$ cat src/rtl/mem_port_arbiter_if.sv
// Bus bundle between the memory port arbiter and its environment: the
// fetch and data-stage request ports, the shared memory port and the
// pipeline stall lines.
interface mem_port_arbiter_if;
  logic        if_req;
  logic [63:0] if_addr;
  logic        if_flush;
  logic        mem_rd;
  logic        mem_wr;
  logic [63:0] mem_addr;
  logic [63:0] mem_wdata;
  logic        port_en;
  logic        port_we;
  logic [63:0] port_addr;
  logic [63:0] port_wdata;
  logic [63:0] port_rdata;
  logic        if_valid;
  logic [31:0] if_rdata;
  logic        mem_done;
  logic [63:0] mem_rdata;
  logic        stall_back;
  logic        stall_front;

  // Arbiter side.
  modport slave (
    input  if_req, if_addr, if_flush, mem_rd, mem_wr, mem_addr, mem_wdata,
    input  port_rdata,
    output port_en, port_we, port_addr, port_wdata,
    output if_valid, if_rdata, mem_done, mem_rdata, stall_back, stall_front
  );

  // Pipeline / memory side.
  modport master (
    output if_req, if_addr, if_flush, mem_rd, mem_wr, mem_addr, mem_wdata,
    output port_rdata,
    input  port_en, port_we, port_addr, port_wdata,
    input  if_valid, if_rdata, mem_done, mem_rdata, stall_back, stall_front
  );
endinterface

$ cat src/rtl/mem_port_arbiter.sv
// Arbitrates one fixed-latency 64-bit memory port between instruction fetch
// and the data-memory stage. Data-stage requests win because they belong to
// the older instruction. Each access runs IDLE -> ISSUE -> (WAIT) -> DONE and
// is never preempted. The fetched 32-bit word is held in a one-entry buffer.
module mem_port_arbiter #(
  parameter int unsigned MEM_LAT = 2
) (
  input  logic          clk,
  input  logic          reset,
  mem_port_arbiter_if.slave bus
);

  localparam int unsigned CW = $clog2(MEM_LAT) + 1;

  typedef enum logic [1:0] {
    S_IDLE  = 2'd0,
    S_ISSUE = 2'd1,
    S_WAIT  = 2'd2,
    S_DONE  = 2'd3
  } state_e;

  typedef enum logic {
    OWN_IF  = 1'b0,
    OWN_MEM = 1'b1
  } owner_e;

  state_e          state_q;
  owner_e          owner_q;
  logic [CW-1:0]   cnt_q;
  logic            discard_q;
  logic            port_en_q;
  logic            port_we_q;
  logic [63:0]     port_addr_q;
  logic [63:0]     port_wdata_q;
  logic            if_valid_q;
  logic [31:0]     if_rdata_q;
  logic            mem_done_q;
  logic [63:0]     mem_rdata_q;

  logic            mem_req_s;
  logic            stall_back_s;
  logic            stall_front_s;
  logic            if_grant_s;
  logic            if_flush_hit_s;

  // Request decode and stall generation; stalls stay live during reset
  // because every registered term is already 0 then.
  always_comb begin
    mem_req_s      = bus.mem_rd | bus.mem_wr;
    stall_back_s   = mem_req_s & ~mem_done_q;
    stall_front_s  = stall_back_s | (bus.if_req & ~if_valid_q);
    if_grant_s     = bus.if_req & ~if_valid_q & ~bus.if_flush;
    if_flush_hit_s = (owner_q == OWN_IF) & bus.if_flush;
  end

  // Access sequencer with registered port, fetch-buffer and load-data outputs.
  always_ff @(posedge clk or negedge reset) begin
    if (!reset) begin
      state_q      <= S_IDLE;
      owner_q      <= OWN_IF;
      cnt_q        <= {CW{1'b0}};
      discard_q    <= 1'b0;
      port_en_q    <= 1'b0;
      port_we_q    <= 1'b0;
      port_addr_q  <= 64'h0;
      port_wdata_q <= 64'h0;
      if_valid_q   <= 1'b0;
      if_rdata_q   <= 32'h0;
      mem_done_q   <= 1'b0;
      mem_rdata_q  <= 64'h0;
    end else begin
      // Port strobes and the completion pulse last a single cycle.
      port_en_q  <= 1'b0;
      port_we_q  <= 1'b0;
      mem_done_q <= 1'b0;

      // A flush or a consumption by an unstalled IF/ID empties the buffer.
      if (bus.if_flush || (if_valid_q && !stall_back_s)) begin
        if_valid_q <= 1'b0;
      end

      case (state_q)
        S_IDLE: begin
          if (mem_req_s) begin
            state_q      <= S_ISSUE;
            owner_q      <= OWN_MEM;
            port_en_q    <= 1'b1;
            port_we_q    <= bus.mem_wr;
            port_addr_q  <= bus.mem_addr;
            port_wdata_q <= bus.mem_wdata;
          end else if (if_grant_s) begin
            state_q     <= S_ISSUE;
            owner_q     <= OWN_IF;
            port_en_q   <= 1'b1;
            port_addr_q <= bus.if_addr;
          end else begin
            state_q <= S_IDLE;
          end
        end
        S_ISSUE: begin
          if (if_flush_hit_s) begin
            discard_q <= 1'b1;
          end
          if (port_we_q) begin
            state_q    <= S_DONE;
            mem_done_q <= (owner_q == OWN_MEM);
          end else begin
            state_q <= S_WAIT;
            cnt_q   <= CW'(MEM_LAT - 1);
          end
        end
        S_WAIT: begin
          if (if_flush_hit_s) begin
            discard_q <= 1'b1;
          end
          if (cnt_q == {CW{1'b0}}) begin
            state_q <= S_DONE;
            if (owner_q == OWN_MEM) begin
              mem_rdata_q <= bus.port_rdata;
              mem_done_q  <= 1'b1;
            end else if (!discard_q && !bus.if_flush) begin
              // Flush on the capture edge wins: the word is dropped.
              if_rdata_q <= port_addr_q[2] ? bus.port_rdata[63:32]
                                           : bus.port_rdata[31:0];
              if_valid_q <= 1'b1;
            end else begin
              if_valid_q <= 1'b0;
            end
          end else begin
            cnt_q <= cnt_q - CW'(1);
          end
        end
        S_DONE: begin
          state_q   <= S_IDLE;
          discard_q <= 1'b0;
        end
        default: begin
          state_q <= S_IDLE;
        end
      endcase
    end
  end

  assign bus.port_en     = port_en_q;
  assign bus.port_we     = port_we_q;
  assign bus.port_addr   = port_addr_q;
  assign bus.port_wdata  = port_wdata_q;
  assign bus.if_valid    = if_valid_q;
  assign bus.if_rdata    = if_rdata_q;
  assign bus.mem_done    = mem_done_q;
  assign bus.mem_rdata   = mem_rdata_q;
  assign bus.stall_back  = stall_back_s;
  assign bus.stall_front = stall_front_s;

endmodule

$ cat src/flat_wrapper.sv
// flat-port wrapper written by rule: the top's interface ports become plain ports
module mem_port_arbiter_flat 
#(
  parameter int unsigned MEM_LAT = 2
)
  (clk, reset, bus_if_req, bus_if_addr, bus_if_flush, bus_mem_rd, bus_mem_wr, bus_mem_addr, bus_mem_wdata, bus_port_rdata, bus_port_en, bus_port_we, bus_port_addr, bus_port_wdata, bus_if_valid, bus_if_rdata, bus_mem_done, bus_mem_rdata, bus_stall_back, bus_stall_front);
  mem_port_arbiter_if bus_i ();
  input  logic clk;
  input  logic reset;
  input wire logic [$bits(bus_i.if_req)-1:0] bus_if_req;
  input wire logic [$bits(bus_i.if_addr)-1:0] bus_if_addr;
  input wire logic [$bits(bus_i.if_flush)-1:0] bus_if_flush;
  input wire logic [$bits(bus_i.mem_rd)-1:0] bus_mem_rd;
  input wire logic [$bits(bus_i.mem_wr)-1:0] bus_mem_wr;
  input wire logic [$bits(bus_i.mem_addr)-1:0] bus_mem_addr;
  input wire logic [$bits(bus_i.mem_wdata)-1:0] bus_mem_wdata;
  input wire logic [$bits(bus_i.port_rdata)-1:0] bus_port_rdata;
  output wire logic [$bits(bus_i.port_en)-1:0] bus_port_en;
  output wire logic [$bits(bus_i.port_we)-1:0] bus_port_we;
  output wire logic [$bits(bus_i.port_addr)-1:0] bus_port_addr;
  output wire logic [$bits(bus_i.port_wdata)-1:0] bus_port_wdata;
  output wire logic [$bits(bus_i.if_valid)-1:0] bus_if_valid;
  output wire logic [$bits(bus_i.if_rdata)-1:0] bus_if_rdata;
  output wire logic [$bits(bus_i.mem_done)-1:0] bus_mem_done;
  output wire logic [$bits(bus_i.mem_rdata)-1:0] bus_mem_rdata;
  output wire logic [$bits(bus_i.stall_back)-1:0] bus_stall_back;
  output wire logic [$bits(bus_i.stall_front)-1:0] bus_stall_front;
  assign bus_i.if_req = bus_if_req;
  assign bus_i.if_addr = bus_if_addr;
  assign bus_i.if_flush = bus_if_flush;
  assign bus_i.mem_rd = bus_mem_rd;
  assign bus_i.mem_wr = bus_mem_wr;
  assign bus_i.mem_addr = bus_mem_addr;
  assign bus_i.mem_wdata = bus_mem_wdata;
  assign bus_i.port_rdata = bus_port_rdata;
  assign bus_port_en = bus_i.port_en;
  assign bus_port_we = bus_i.port_we;
  assign bus_port_addr = bus_i.port_addr;
  assign bus_port_wdata = bus_i.port_wdata;
  assign bus_if_valid = bus_i.if_valid;
  assign bus_if_rdata = bus_i.if_rdata;
  assign bus_mem_done = bus_i.mem_done;
  assign bus_mem_rdata = bus_i.mem_rdata;
  assign bus_stall_back = bus_i.stall_back;
  assign bus_stall_front = bus_i.stall_front;
  mem_port_arbiter #(.MEM_LAT(MEM_LAT)) u_core (.clk(clk), .reset(reset), .bus(bus_i));
endmodule
$ cat config.mk
export PLATFORM = sky130hd
export DESIGN_NAME = mem_port_arbiter_flat
export DESIGN_NICKNAME = d
export VERILOG_FILES = /design/src/rtl/mem_port_arbiter_if.sv /design/src/rtl/mem_port_arbiter.sv /design/src/flat_wrapper.sv
export SDC_FILE = /design/constraint.sdc
export NUM_CORES = 1
export LEC_CHECK = 0
export BUFFER_PORTS_ARGS = -buffer_cell sky130_fd_sc_hd__buf_2
export CAP_MARGIN = 20
export CORE_AREA = 3 3 191 193
export CTS_CLUSTER_DIAMETER = 150
export DETAILED_ROUTE_END_ITERATION = 10
export DIE_AREA = 0 0 194 196
export GPL_ROUTABILITY_DRIVEN = 0
export MAX_ROUTING_LAYER = met4
export PLACE_DENSITY = 0.59
export SLEW_MARGIN = 10
export SYNTH_ARGS = -nofsm -noshare
export SYNTH_HDL_FRONTEND = slang
export SYNTH_SLANG_ARGS = --single-unit
$ cat constraint.sdc
create_clock -name clk -period 2.3 [get_ports clk]
set_input_delay 0.69 -clock clk [delete_from_list [all_inputs] [get_ports clk]]
set_output_delay 0.69 -clock clk [all_outputs]
set_load 0.01 [all_outputs]
After elaboration in Yosys (flattened, before gate mapping)
Index checks and enable logic that the tools add are counted.
{ "op_classes": {"eq_ne": 7, "bitwise": 10, "addsub": 1, "reduce_logical": 18, "mux": 29} }
{ "ops": {"columns": ["op", "n"], "rows": [
  ["$mux 64", 2],
  ["$mux 32", 1],
  ["$mux 1", 18],
  ["$mux 2", 4],
  ["$pmux 2 s4", 1],
  ["$reduce_and 2->1", 3],
  ["$reduce_and 3->1", 2],
  ["$reduce_bool 2->1", 3],
  ["$and 1x1->1", 4],
  ["$eq 2x2->1 const B", 2],
  ["$logic_not 2->1", 2],
  ["$ne 2x1->1 const B", 2],
  ["$ne 2x2->1 const B", 2],
  ["$not 1->1", 4],
  ["$pmux 1 s2", 2],
  ["$pmux 2 s2", 1],
  ["$reduce_and 4->1", 1],
  ["$logic_not 1->1", 3],
  ["$eq 2x1->1 const B", 1],
  ["$logic_and 1x1->1", 2],
  ["$or 1x1->1", 2],
  ["$reduce_or 2->1", 1],
  ["$sub 2x1->2 const B", 1],
  ["$logic_or 1x1->1", 1]
]} }
{ "totals": {"out_inout_bits": 230, "ff_bits": 234} }

Longest topological paths before layout
{ "logic_depth": {"word_depth": 9, "mapped_depth": 7} }

Least setup slack after synthesis
OpenSTA, ideal clock, no wires.
{ "synth_timing": {"kind": "in2out", "start": "in bus_mem_wr", "end": "out bus_stall_front", "slack_ns": 0.182, "n_path_buf": 2, "arrival_ns": 1.428, "required_time_ns": 1.610, "path_stages": 4, "cell_sequence": "nor2_1 -> buf_2 -> buf_2 -> o22ai_1"} }
{ "synth_via": {"elab_chain_cells": 3} }
{ "synth_rtl": {"columns": ["item", "line_no", "source"], "rows": [
  ["start: declaration", "flat_wrapper.sv:14", "input wire logic [$bits(bus_i.mem_wr)-1:0] bus_mem_wr;"],
  ["$or 1x1->1", "mem_port_arbiter.sv:49", "mem_req_s = bus.mem_rd | bus.mem_wr;"],
  ["$and 1x1->1", "mem_port_arbiter.sv:50", "stall_back_s = mem_req_s & ~mem_done_q;"],
  ["$or 1x1->1", "mem_port_arbiter.sv:51", "stall_front_s = stall_back_s | (bus.if_req & ~if_valid_q);"],
  ["end: declaration", "flat_wrapper.sv:27", "output wire logic [$bits(bus_i.stall_front)-1:0] bus_stall_front;"]
]} }
Every way passes these cells.

Worst setup path in the final report
{ "layout_timing": {"start": "reg u_core.if_valid_q, in the netlist u_core.bus.if_valid", "end": "out bus_stall_front"} }
{ "layout_via": {"elab_chain_cells": 3} }
{ "layout_rtl": {"columns": ["item", "line_no", "source"], "rows": [
  ["start: declaration", "mem_port_arbiter.sv:35", "logic if_valid_q;"],
  ["start signal: assignment", "mem_port_arbiter.sv:67", "if_valid_q <= 1'b0;"],
  ["start signal: assignment", "mem_port_arbiter.sv:79", "if_valid_q <= 1'b0;"],
  ["start signal: assignment", "mem_port_arbiter.sv:125", "if_valid_q <= 1'b1;"],
  ["$not 1->1", "mem_port_arbiter.sv:51", null],
  ["$and 1x1->1", "mem_port_arbiter.sv:51", null],
  ["$or 1x1->1", "mem_port_arbiter.sv:51", null]
]} }
Every way passes these cells.

==> metrics.md <==
| Metric | Value |
|---|---|
| Met1 capacity usage during global routing | 0.191 |
| Number of storage elements in the synthesis netlist | roughly 230 |
| Area used by sequential logic in the layout | between 5000 and 6000 um^2 |
| Share of synthesized area occupied by flip-flops and latches | 0.589 |
| Worst Tran Pin Value | about 0.53 ns |
| Clock Skew | roughly 0.017 ns |
| Initial core utilization | 0.286 |
| Kind of capture point of the worst setup path | output pin |
| Busiest metal layer after global routing | met2 |
| Class of the worst hold path | primary input to async pin |
| # Post-CTS Setup Buffers | 0 |
| F_max | roughly 470 MHz |
| Final number of hold-violating endpoints | 0 |
| # setup viols final | 0 |
| Maximum root-to-sink buffer count | 3 |
| Power per cell area | roughly 1400 nW/um^2 |
| Syn Std Cell Area | approximately 9900 um^2 |
| Overall die area | 38000 um^2 |
| Cell type contributing the most total cell area after synthesis | sky130_fd_sc_hd__dfrtp_1 |
| Setup repair after global routing missed its margin | no |
| Synth Warn # | 0 |
| Count of input and output buffers | between 400 and 500 |
| FF-to-FF Start | u_core.cnt_q[0]$_DFFE_PN0P_ |
| Final cell area excluding filler cells | 14100 um^2 |
| Clock-pin slew reported for the worst setup and hold paths after clock tree synthesis | about 0.06 ns |
| Number of cells upsized or downsized after cts | 1 |
| Category of the critical setup timing path | flop to output pin |
| Via count of the first global-routing pass | roughly 8000 |
| Multi-input logic area | 3870 um^2 |
| Max VDD drop | 0.669 mV |
| Final routed wirelength across all metal layers | 31100 um |
| Pleak | slightly above 7 nW |
| Post-detailed-route count of antenna-violating nets | 0 |
| First-pass GRT wire length | around 47000 um |
| Worst rel slew slack | 0.647 |
| Hold buffer count at cts | 0 |
| Max cap viols | 0 |
| Worst endpoint required time | 1.61 ns |
| Count of distinct cell types in the synthesized netlist | 30 |
| Clock buffers created by TritonCTS | 26 |
| Worst setup path startpoint | u_core.bus.if_valid$_DFF_PN0_ |
| Num Clock Sinks | around 230 |
| Largest cells by area after synthesis | sky130_fd_sc_hd__dfrtp_1 (59%), sky130_fd_sc_hd__mux2_2 (18%), sky130_fd_sc_hd__mux2i_1 (6.4%) |
| Global routing usage on met2 | 0.271 |
| Clock latency at the later pin of the worst-skew pair | roughly 0.53 ns |
| Die extent in y | approximately 200 um |
| Tmin final | 2.15 ns |
| Overflow left after global routing | 0 |
| WL/cell | 18.4 um |
| Met3 routing resource usage after global routing | 0.0386 |
| Layout cell share with drive strength beyond 1 | 0.619 |
| Synth top area share | 0.589 |
| Synthesized netlist cell count | between 700 and 800 |
| Root buf cell | sky130_fd_sc_hd__clkbuf_16 |
| Gr usage total | 0.159 |
| Placeable core region | about 35000 um^2 |
| Routed vias | ~7600 |
| Result of the run | finished, final reports clean |
| Remaining DRCs | 0 |
| Total Negative Setup Slacks | 0 ns |
| First-iteration detailed-routing DRC count | 255 |
| Nature of the critical path startpoint | flop |
| Number of fill cells | approximately 3400 |
| Total nets after synthesis | between 900 and 1000 |
| Maximum number of pins on one net before global-route repair | 66 |
| Via-per-instance ratio | between 4 and 5 |
| Final critical-path share of the clock period | 0.934 |
| Reg-to-reg slack, setup | ~0.17 ns |
| Clock H-tree levels | 1 |
| TritonCTS clock tree | done |
| Post-place instance area | approximately 13000 um^2 |
| Area Overhead vs Synth | 41.8% |
| IO Pins | 492 |
| Mean post-synth cell area | roughly 14 um^2 |
| Die width | 194 um |
| Max Slew Vio Count | 0 |
| Number of optimization iterations in the first detailed-route pass | 7 |
| Data arrival time of the worst path | between 1 and 1.5 ns |
| Site Rows | 68 |
| Nets | about 1500 |
| Maximum fanout along the worst path | 4 |
| Detailed-placement wirelength estimate | 23700 um |
| Antenna violations before repair | 3 |
metal layers:
layer | vias to the layer above | part of all wire
li1 | 3566 | -
met1 | 3688 | 0.41
met2 | 342 | 0.49
met3 | 47 | 0.072
met4 | 0 | 0.024
met5 | - | 0
path summary, 6_finish.rpt:
kind | to | cells after the start
setup reg to reg | u_core.bus.if_rdata[15]$_DFFE_PN0P_ | 6
setup / recovery | bus_stall_front | 2
max in group asynchronous | u_core.bus.port_wdata[61]$_DFFE_PN0P_ | 2
hold / removal | u_core.bus.mem_rdata[26]$_DFFE_PN0P_ | 1
min in group clk | u_core.bus.if_valid$_DFF_PN0_ | 2
hold reg to reg | u_core.cnt_q[0]$_DFFE_PN0P_ | 1
cell families (layout without fill, tap and decap cells):
family                     after synthesis  in the layout  share of synthesized area
AOI/OAI and AO/OA                       80             80                     0.0427
adders and majority gates                5              5                    0.00630
buffers and inverters                   56            574                     0.0259
DFF                                    234            234                      0.589
muxes                                  256            256                      0.293
other                                    0              3                          0
and+or+nand+nor                         83             83                     0.0424
layout make-up:
cell class / count / area share
antenna: 3 / 0.000533
clock buffer: 42 / 0.0590
clock inverter: 5 / 0.00533
inverter: 7 / 0.00186
multi-input combinational: 424 / 0.275
sequential: 234 / 0.416
tap: 455 / 0.0404
timing repair buffer: 520 / 0.202
critical path, cell delays in order, from the launching register on:
cell and delay, ns:
sky130_fd_sc_hd__dfrtp_1 0.44, sky130_fd_sc_hd__o22ai_1 0.29, sky130_fd_sc_hd__buf_2 0.21
cell usage after synthesis:
library cell / number
sky130_fd_sc_hd__nand2_1: 6
sky130_fd_sc_hd__clkbuf_1: 23
sky130_fd_sc_hd__and2_1: 2
sky130_fd_sc_hd__o22ai_1: 2
sky130_fd_sc_hd__a31oi_1: 1
sky130_fd_sc_hd__buf_2: 20
sky130_fd_sc_hd__a21o_1: 1
sky130_fd_sc_hd__nand4bb_1: 1
sky130_fd_sc_hd__o211ai_1: 1
sky130_fd_sc_hd__a21boi_0: 2
sky130_fd_sc_hd__buf_6: 3
sky130_fd_sc_hd__dfrtp_1: 234
sky130_fd_sc_hd__mux2_2: 162
sky130_fd_sc_hd__o21ba_2: 1
sky130_fd_sc_hd__nand2b_1: 2
sky130_fd_sc_hd__ha_1: 5
sky130_fd_sc_hd__inv_1: 7
sky130_fd_sc_hd__o21ai_1: 1
sky130_fd_sc_hd__o21ai_0: 65
sky130_fd_sc_hd__or4_1: 1
sky130_fd_sc_hd__nand2_2: 1
sky130_fd_sc_hd__o32a_1: 1
sky130_fd_sc_hd__mux2i_1: 64
sky130_fd_sc_hd__or3_1: 1
sky130_fd_sc_hd__buf_1: 3
sky130_fd_sc_hd__nand3_1: 65
sky130_fd_sc_hd__nor2_1: 3
sky130_fd_sc_hd__mux2_4: 30
sky130_fd_sc_hd__a21oi_1: 5
sky130_fd_sc_hd__nor2b_1: 1
sequential cells by signal, summed over array words and instances, names as in the netlist:
name	count
u_core.state_q	2
u_core.bus.mem_done	1
u_core.bus.port_we	1
u_core.bus.if_rdata	32
u_core.bus.if_valid	1
u_core.bus.mem_rdata	64
u_core.discard_q	1
u_core.bus.port_wdata	64
u_core.bus.port_en	1
u_core.cnt_q	2
u_core.owner_q	1
u_core.bus.port_addr	64
power breakdown:
group	switching [mW]	internal (mW)
logic	3.80	3.73
registers	1.08	6.09
clock network	1.67	2.68
total	6.55	12.5
cells in the final DEF, fill, tap and decap left out, types with 2 or more instances in the layout:
cell,n
sky130_fd_sc_hd__buf_2,490
sky130_fd_sc_hd__dfrtp_1,233
sky130_fd_sc_hd__mux2_2,162
sky130_fd_sc_hd__o21ai_0,65
sky130_fd_sc_hd__mux2i_1,64
sky130_fd_sc_hd__nand3_1,64
sky130_fd_sc_hd__mux2_4,30
sky130_fd_sc_hd__clkbuf_16,27
sky130_fd_sc_hd__buf_4,16
sky130_fd_sc_hd__buf_12,13
sky130_fd_sc_hd__clkbuf_8,10
sky130_fd_sc_hd__inv_1,7
sky130_fd_sc_hd__nand2_1,6
sky130_fd_sc_hd__a21oi_1,5
sky130_fd_sc_hd__ha_1,5
sky130_fd_sc_hd__clkbuf_1,5
sky130_fd_sc_hd__diode_2,3
sky130_fd_sc_hd__clkinv_2,3
sky130_fd_sc_hd__o22ai_1,2
sky130_fd_sc_hd__nand2b_1,2
sky130_fd_sc_hd__a21boi_0,2
sky130_fd_sc_hd__nor2_1,2
sky130_fd_sc_hd__bufinv_16,2
per-stage QoR:
stage	hold WS (ns)	total power [mW]	setup slack, ns	instances	utilization
2_1_floorplan	0.394	11.3	0.182	714	-
3_3_place_gp	0.476	14.7	0.0853	1640	0.380
3_5_place_dp	0.476	14.9	0.0614	1640	0.380
4_1_cts	0.104	19.3	0.103	1687	0.406
5_1_grt	0.124	20.3	0.0750	1690	0.406
6_report	0.103	19.0	0.153	1690	0.406
(Power assumes the default switching activity.)
